===== config.mk =====
export PLATFORM = sky130hd
export DESIGN_NAME = mux_rr_nx1
export DESIGN_NICKNAME = d
export VERILOG_FILES = /design/src/rtl/mux_pkg.sv /design/src/rtl/rr_arbiter.sv /design/src/rtl/mux_rr_nx1.sv
export SDC_FILE = /design/constraint.sdc
export NUM_CORES = 1
export LEC_CHECK = 0
export ABC_AREA = 0
export BUFFER_PORTS_ARGS = -buffer_cell sky130_fd_sc_hd__buf_2
export CELL_PAD_IN_SITES_DETAIL_PLACEMENT = 0
export CELL_PAD_IN_SITES_GLOBAL_PLACEMENT = 2
export CORE_ASPECT_RATIO = 1.4
export CORE_MARGIN = 5
export CORE_UTILIZATION = 22
export CTS_CLUSTER_DIAMETER = 50
export DETAILED_ROUTE_END_ITERATION = 6
export GPL_ROUTABILITY_DRIVEN = 0
export PLACE_DENSITY_LB_ADDON = 0.1
export SYNTH_ARGS = -nofsm -noshare
export SYNTH_HDL_FRONTEND = slang
export SYNTH_SLANG_ARGS = --single-unit
export TNS_END_PERCENT = 100

===== constraint.sdc =====
create_clock -name clk -period 3.8 [get_ports clk]
set_input_delay 0.57 -clock clk [delete_from_list [all_inputs] [get_ports clk]]
set_output_delay 0.57 -clock clk [all_outputs]
set_load 0.05 [all_outputs]

===== src/rtl/mux_pkg.sv =====
// -----------------------------------------------------------------------------
// mux_pkg
// Shared definitions for the round-robin N:1 multiplexer slice.
//   MUX_NUM_CH_DEF     : default number of input channels
//   MUX_DATA_WIDTH_DEF : default bits per channel word
//   out_state_t        : output register occupancy (EMPTY / FULL)
// -----------------------------------------------------------------------------
package mux_pkg;

  localparam int MUX_NUM_CH_DEF     = 16;
  localparam int MUX_DATA_WIDTH_DEF = 8;

  typedef enum logic {
    EMPTY = 1'b0,
    FULL  = 1'b1
  } out_state_t;

endpackage : mux_pkg


===== src/rtl/rr_arbiter.sv =====
// -----------------------------------------------------------------------------
// rr_arbiter
// Combinational rotating-priority search: returns the first requesting index
// at or above ptr, wrapping from NUM_CH-1 back to 0.
//   req         : request vector, one bit per channel
//   ptr         : highest-priority index this cycle (always < NUM_CH)
//   grant       : index of the winning request (0 when none)
//   grant_valid : at least one request present
// -----------------------------------------------------------------------------
module rr_arbiter
  import mux_pkg::*;
#(
  parameter int NUM_CH    = MUX_NUM_CH_DEF,
  parameter int SEL_WIDTH = $clog2(NUM_CH)
) (
  input  logic [NUM_CH-1:0]    req,
  input  logic [SEL_WIDTH-1:0] ptr,
  output logic [SEL_WIDTH-1:0] grant,
  output logic                 grant_valid
);

  // Two descending passes so the last hit is the lowest index. The first pass
  // finds the lowest request overall (the wrapped-around winner); the second
  // overrides it with the lowest request at or above ptr, if there is one.
  always_comb begin
    // NOTE: every output gets a default before the loops; a path that leaves
    // a combinational output unassigned would infer a latch.
    grant       = '0;
    grant_valid = 1'b0;
    for (int i = NUM_CH - 1; i >= 0; i--) begin
      if (req[i]) begin
        grant       = SEL_WIDTH'(i);
        grant_valid = 1'b1;
      end
    end
    for (int i = NUM_CH - 1; i >= 0; i--) begin
      if (req[i] && (i >= int'(ptr))) begin
        grant = SEL_WIDTH'(i);
      end
    end
  end

endmodule : rr_arbiter


===== src/rtl/mux_rr_nx1.sv =====
// -----------------------------------------------------------------------------
// mux_rr_nx1
// Round-robin N:1 multiplexer with a single registered output stage and
// valid/ready handshakes on both sides.
//   clk, rst  : clock, synchronous active-high reset
//   in_valid  : per-channel word valid
//   in_data   : flattened words, channel i at [i*DATA_WIDTH +: DATA_WIDTH]
//   in_ready  : one-hot (or zero) accept strobe, combinational
//   out_valid : registered output word valid
//   out_data  : registered selected word
//   out_sel   : index of the channel that supplied out_data
//   out_ready : downstream accept
// Optional build macro MUX_MANUAL_SEL_EN adds:
//   man_en    : restrict eligibility to a single channel
//   man_sel   : the channel allowed while man_en = 1 (>= NUM_CH grants nothing)
// -----------------------------------------------------------------------------
module mux_rr_nx1
  import mux_pkg::*;
#(
  parameter int NUM_CH     = MUX_NUM_CH_DEF,
  parameter int DATA_WIDTH = MUX_DATA_WIDTH_DEF,
  parameter int SEL_WIDTH  = $clog2(NUM_CH)
) (
  input  logic                         clk,
  input  logic                         rst,
  input  logic [NUM_CH-1:0]            in_valid,
  input  logic [NUM_CH*DATA_WIDTH-1:0] in_data,
  output logic [NUM_CH-1:0]            in_ready,
  output logic                         out_valid,
  output logic [DATA_WIDTH-1:0]        out_data,
  output logic [SEL_WIDTH-1:0]         out_sel,
  input  logic                         out_ready
`ifdef MUX_MANUAL_SEL_EN
  ,
  input  logic                         man_en,
  input  logic [SEL_WIDTH-1:0]         man_sel
`endif
);

  out_state_t             state;
  logic [SEL_WIDTH-1:0]   rr_ptr;
  logic [SEL_WIDTH-1:0]   grant;
  logic [SEL_WIDTH-1:0]   next_ptr;
  logic                   grant_valid;
  logic                   load_en;
  logic                   grant_fire;
  logic [NUM_CH-1:0]      eligible;
  logic [DATA_WIDTH-1:0]  grant_word;

  assign out_valid = (state == FULL);

  // The output register can take a new word when it is empty or is being
  // drained this very cycle.
  assign load_en = !out_valid || out_ready;

`ifdef MUX_MANUAL_SEL_EN
  // Manual mode masks every channel but man_sel; an out-of-range man_sel
  // matches no channel, so nothing is granted.
  always_comb begin
    eligible = in_valid;
    if (man_en) begin
      for (int i = 0; i < NUM_CH; i++) begin
        eligible[i] = in_valid[i] && (int'(man_sel) == i);
      end
    end
  end
`else
  assign eligible = in_valid;
`endif

  rr_arbiter #(
    .NUM_CH    (NUM_CH),
    .SEL_WIDTH (SEL_WIDTH)
  ) u_rr_arbiter (
    .req         (eligible),
    .ptr         (rr_ptr),
    .grant       (grant),
    .grant_valid (grant_valid)
  );

  // No accept strobe during reset: the register is being cleared, so a word
  // taken now would be lost.
  assign grant_fire = load_en && grant_valid && !rst;

  always_comb begin
    in_ready   = '0;
    grant_word = '0;
    for (int i = 0; i < NUM_CH; i++) begin
      if (int'(grant) == i) begin
        grant_word  = in_data[i*DATA_WIDTH +: DATA_WIDTH];
        in_ready[i] = grant_fire;
      end
    end
  end

  // Explicit wrap so non-power-of-2 channel counts never point past NUM_CH-1.
  assign next_ptr = (int'(grant) == NUM_CH - 1) ? '0 : grant + SEL_WIDTH'(1);

  always_ff @(posedge clk) begin
    // NOTE: non-blocking assignments for all state so every register samples
    // pre-edge values regardless of statement order.
    if (rst) begin
      state    <= EMPTY;
      out_data <= '0;
      out_sel  <= '0;
      rr_ptr   <= '0;
    end else if (load_en) begin
      if (grant_valid) begin
        state    <= FULL;
        out_data <= grant_word;
        out_sel  <= grant;
        rr_ptr   <= next_ptr;
      end else begin
        // Drained with nothing to replace it: data, index and pointer hold.
        state <= EMPTY;
      end
    end
  end

endmodule : mux_rr_nx1

==> results by group <==
Global route
  – GRT overflow: 0
  – Initial antenna violation count: 1
  – GR peak layer: met2
  – GRT met2 Usage: 38.9%
  – Global-route wire length before repair: 24900 um
  – Routing usage on met3: 3.19%
  – Met1 Usage GRT: approximately a fifth
  – Vias in the first global route: 4752
  – Pin count of the biggest net entering global routing: 25
  – Total GRT Usage: 20.0%

Place
  – Post-Place Setup Slack: -0.308 ns
  – IO Port Bufs: roughly 180
  – DP Wirelength: 13600 um

Cells and area
  – Fill count: 1525
  – Layout area overhead: 53.4%
  – Register area: 347 um2
  – Area of the multi-input gates: 2480 um2
  – Layout cells sized above 1: 45.1%
  – Layout Nets: 795

Worst hold path
  – Worst hold stages: 2
  – Hold Path Sink: out_sel[1]
  – Worst hold path class: reg -> reg
  – Min-delay src: out_sel[1]

Setup path
  – Worst reg2reg path endpoint: out_data[0]
  – CP required: 3.95 ns
  – Crit Path Max Fanout: 10
  – Startpoint Class: flip-flop
  – Critical Path End Type: flip-flop
  – Reg2reg setup slack: approximately 0.14 ns
  – CP Class: reg -> reg
  – Worst endpoint data arrival time: 3.80 ns
  – Reg2reg path depth: 19
  – R2R Path Start: rr_ptr[1]

Yosys
  – Avg Cell Area, Syn: 6.69 um2
  – Commonest cells post-synth: 53 x nor2_1, 38 x nand2_1, 30 x a21oi_1, 29 x o21ai_0, 21 x clkbuf_1
  – Netlist Area Pre-Place: 2970 um2
  – Post-synth EDFFs: 0
  – Leading post-synthesis cells by cell area: dfxtp_1 11%, nor2_1 6.7%, a21oi_1 5.1%
  – Flops & latches, synth: 17
  – Post-synth cell types: 76
  – Mapped Nets: 595
  – Mapped Cells: 444
  – Top cell type's share of synthesized area: 11.5%
  – Most common cell in the netlist: nor2_1
  – Post-synth top area cell: dfxtp_1
  – Seq/Total Area, Yosys: 11.5%
  – Number of warnings issued by yosys: 0
  – Fraction of registers with async set/reset: 0%
  – Main synth FF type: dfxtp_1

Clock network
  – Clk root buf: clkbuf_16
  – Hold_buf cts: 0
  – CTS tree: done
  – Worst-Skew Late Latency: 0.26 ns
  – Clk sinks: 17
  – Clk buf depth: 2
  – Number of buffers created by CTS: 3
  – CTS HTree Levels: 1
  – CTS clk-pin slew, worst paths: 0.06 ns

Timing
  – Setup TNS Final: 0 ns
  – Hold_ws: 0.457 ns
  – Period utilisation layout: 96.2%
  – Max Slew Vio Count: 0
  – Max Clk Rate: 274 MHz
  – Clock Skews: 0.00266 ns
  – Hold Violations, Final: 0
  – Worst Tran Pin Value: about 0.5 ns
  – Minimum clock period: 3.66 ns
  – Endpoints failing setup: 0
  – Fin worst setup slack: 0.145 ns
  – Relative slew slack: 66.1%

Pwr
  – Clock power frac: 7.3%
  – Leak pwr: 2.01 nW
  – Design Power: roughly 3.1 mW
  – Net Switching: 1.70 mW
  – Internal: 1.41 mW
  – Switching Share: 54.7%
  – Pwr Density: around 680 nW/um2
  – Sequential power share: 10.2%
  – VDD IR-drop max: approximately 0.25 mV
  – Logic pwr share: between 80% and 90%

Drt
  – Via density: 5.17
  – Drt pass-1 iters: 5
  – WL per Instance: 19.9 um
  – Vias: 4268
  – Drt drc: 0
  – Iter 0 DRT Violations: 189
  – Routed Antenna Nets: 0
  – Total wire length: ~16000 um

Floorplan
  – Die X: 108 um
  – DIE HEIGHT: 147 um
  – I/O pin total: 176
  – Die Area: 16000 um2
  – Core Rows: 50
  – Core area: about 13000 um2
  – Initial Util: about 22%

Status
  – Status: finished, final reports clean

Job
  – Max Cap Viol: 0
-- metal layers --
metal  vias to the layer above  share of wire [%]
met2                       146                 56
met1                      1994                 36
li1                       2098                  -
met4                         2                3.1
met3                        28                4.8
met5                         -              0.043
-- sequential cells by signal, summed over array words and instances (netlist names) --
| register | count |
|---|---|
| rr_ptr | 4 |
| out_data | 8 |
| out_valid | 1 |
| out_sel | 4 |
-- stage by stage --
stage / cell area, um2 / util, % / cells
CTS: 4440 / 33.3 / 824
floorplan: 3000 / - / 444
detailed placement: 4330 / 32.5 / 820
global placement: 4330 / 32.5 / 820
finish: 4550 / 34.2 / 826
global route: 4550 / 34.2 / 825
-- worst max-delay path, stage by stage, from the launching register on --
cell       delay, ns
dfxtp_4         0.39
buf_4           0.15
nand2b_1        0.13
a31oi_1         0.19
o211ai_1        0.12
a22o_1          0.24
o2bb2ai_2       0.13
nor2_2          0.15
and2_4          0.17
inv_1           0.05
ha_1            0.21
nor2b_4         0.17
buf_4           0.16
a22oi_1         0.13
o21ai_0         0.10
o21ai_0         0.35
o31ai_1         0.19
nor3_2          0.29
buf_4           0.16
o21ai_1         0.04
-- cell families (layout without fill, tap and decap cells) --
logic type,after synthesis,after routing,synth area share (%)
compound gates,189,189,46.4
simple gates,178,178,30.8
buf+inv,55,254,9.27
flops,17,17,11.5
fa+ha+maj,4,4,1.69
xor+xnor,1,1,0.295
other cells,0,1,0
-- power groups by stage --
stage / combinational, mW / clock, mW / sequential [mW]
3_5_place_dp: 2.47 / 0 / 0.313
3_3_place_gp: 2.45 / 0 / 0.313
4_1_cts: 2.50 / 0.226 / 0.313
2_1_floorplan: 1.41 / 0 / 0.405
6_report: 2.56 / 0.226 / 0.317
5_1_grt: 2.81 / 0.231 / 0.326
-- cells in the final DEF, fill, tap and decap left out, types with 10 or more instances in the layout --
cell	synthesis	final
inv_1	13	12
nand2_1	38	38
a22oi_1	15	15
nor3_1	18	13
buf_2	9	170
o21ai_0	29	29
nand3_1	10	10
dfxtp_1	17	14
o211ai_1	10	10
a221oi_1	12	10
o22ai_1	10	10
o21ai_1	10	10
nor2_1	53	50
a21oi_1	30	30
and3_1	13	12
buf_4	2	59
-- final cells by class --
class                   instances  area share (%)
flip-flops and latches         17            7.61
clock inverters                 1           0.110
well taps                     182            5.00
diodes                          1          0.0550
clock buffers                   3            1.65
multi-input cells             372            54.5
repair buffers                235            29.7
inverters                      15            1.32
-- how the worst max path moves through the flow --
stage | cells after the start | endpoint | from | slack [ns]
floorplan | 14 | in_ready[2] | in_valid[9] | -0.15
global placement | 19 | out_data[0] | in_valid[2] | -0.26
detailed placement | 18 | out_data[0] | in_valid[9] | -0.31
CTS | 15 | in_ready[14] | rr_ptr[1] | 0.008
global route | 13 | in_ready[5] | rr_ptr[1] | -0.004
finish | 19 | out_data[0] | rr_ptr[1] | 0.14
-- what timing repair did --
| item | 4_1_cts | 5_1_grt |
|---|---|---|
| gates cloned | 0 | 0 |
| setup endpoints to repair | 19 | 21 |
| pin swaps | 0 | 5 |
| gates resized for setup | 12 | 23 |
| setup buffers | 0 | 1 |
Power figures use the tool's default switching activity.
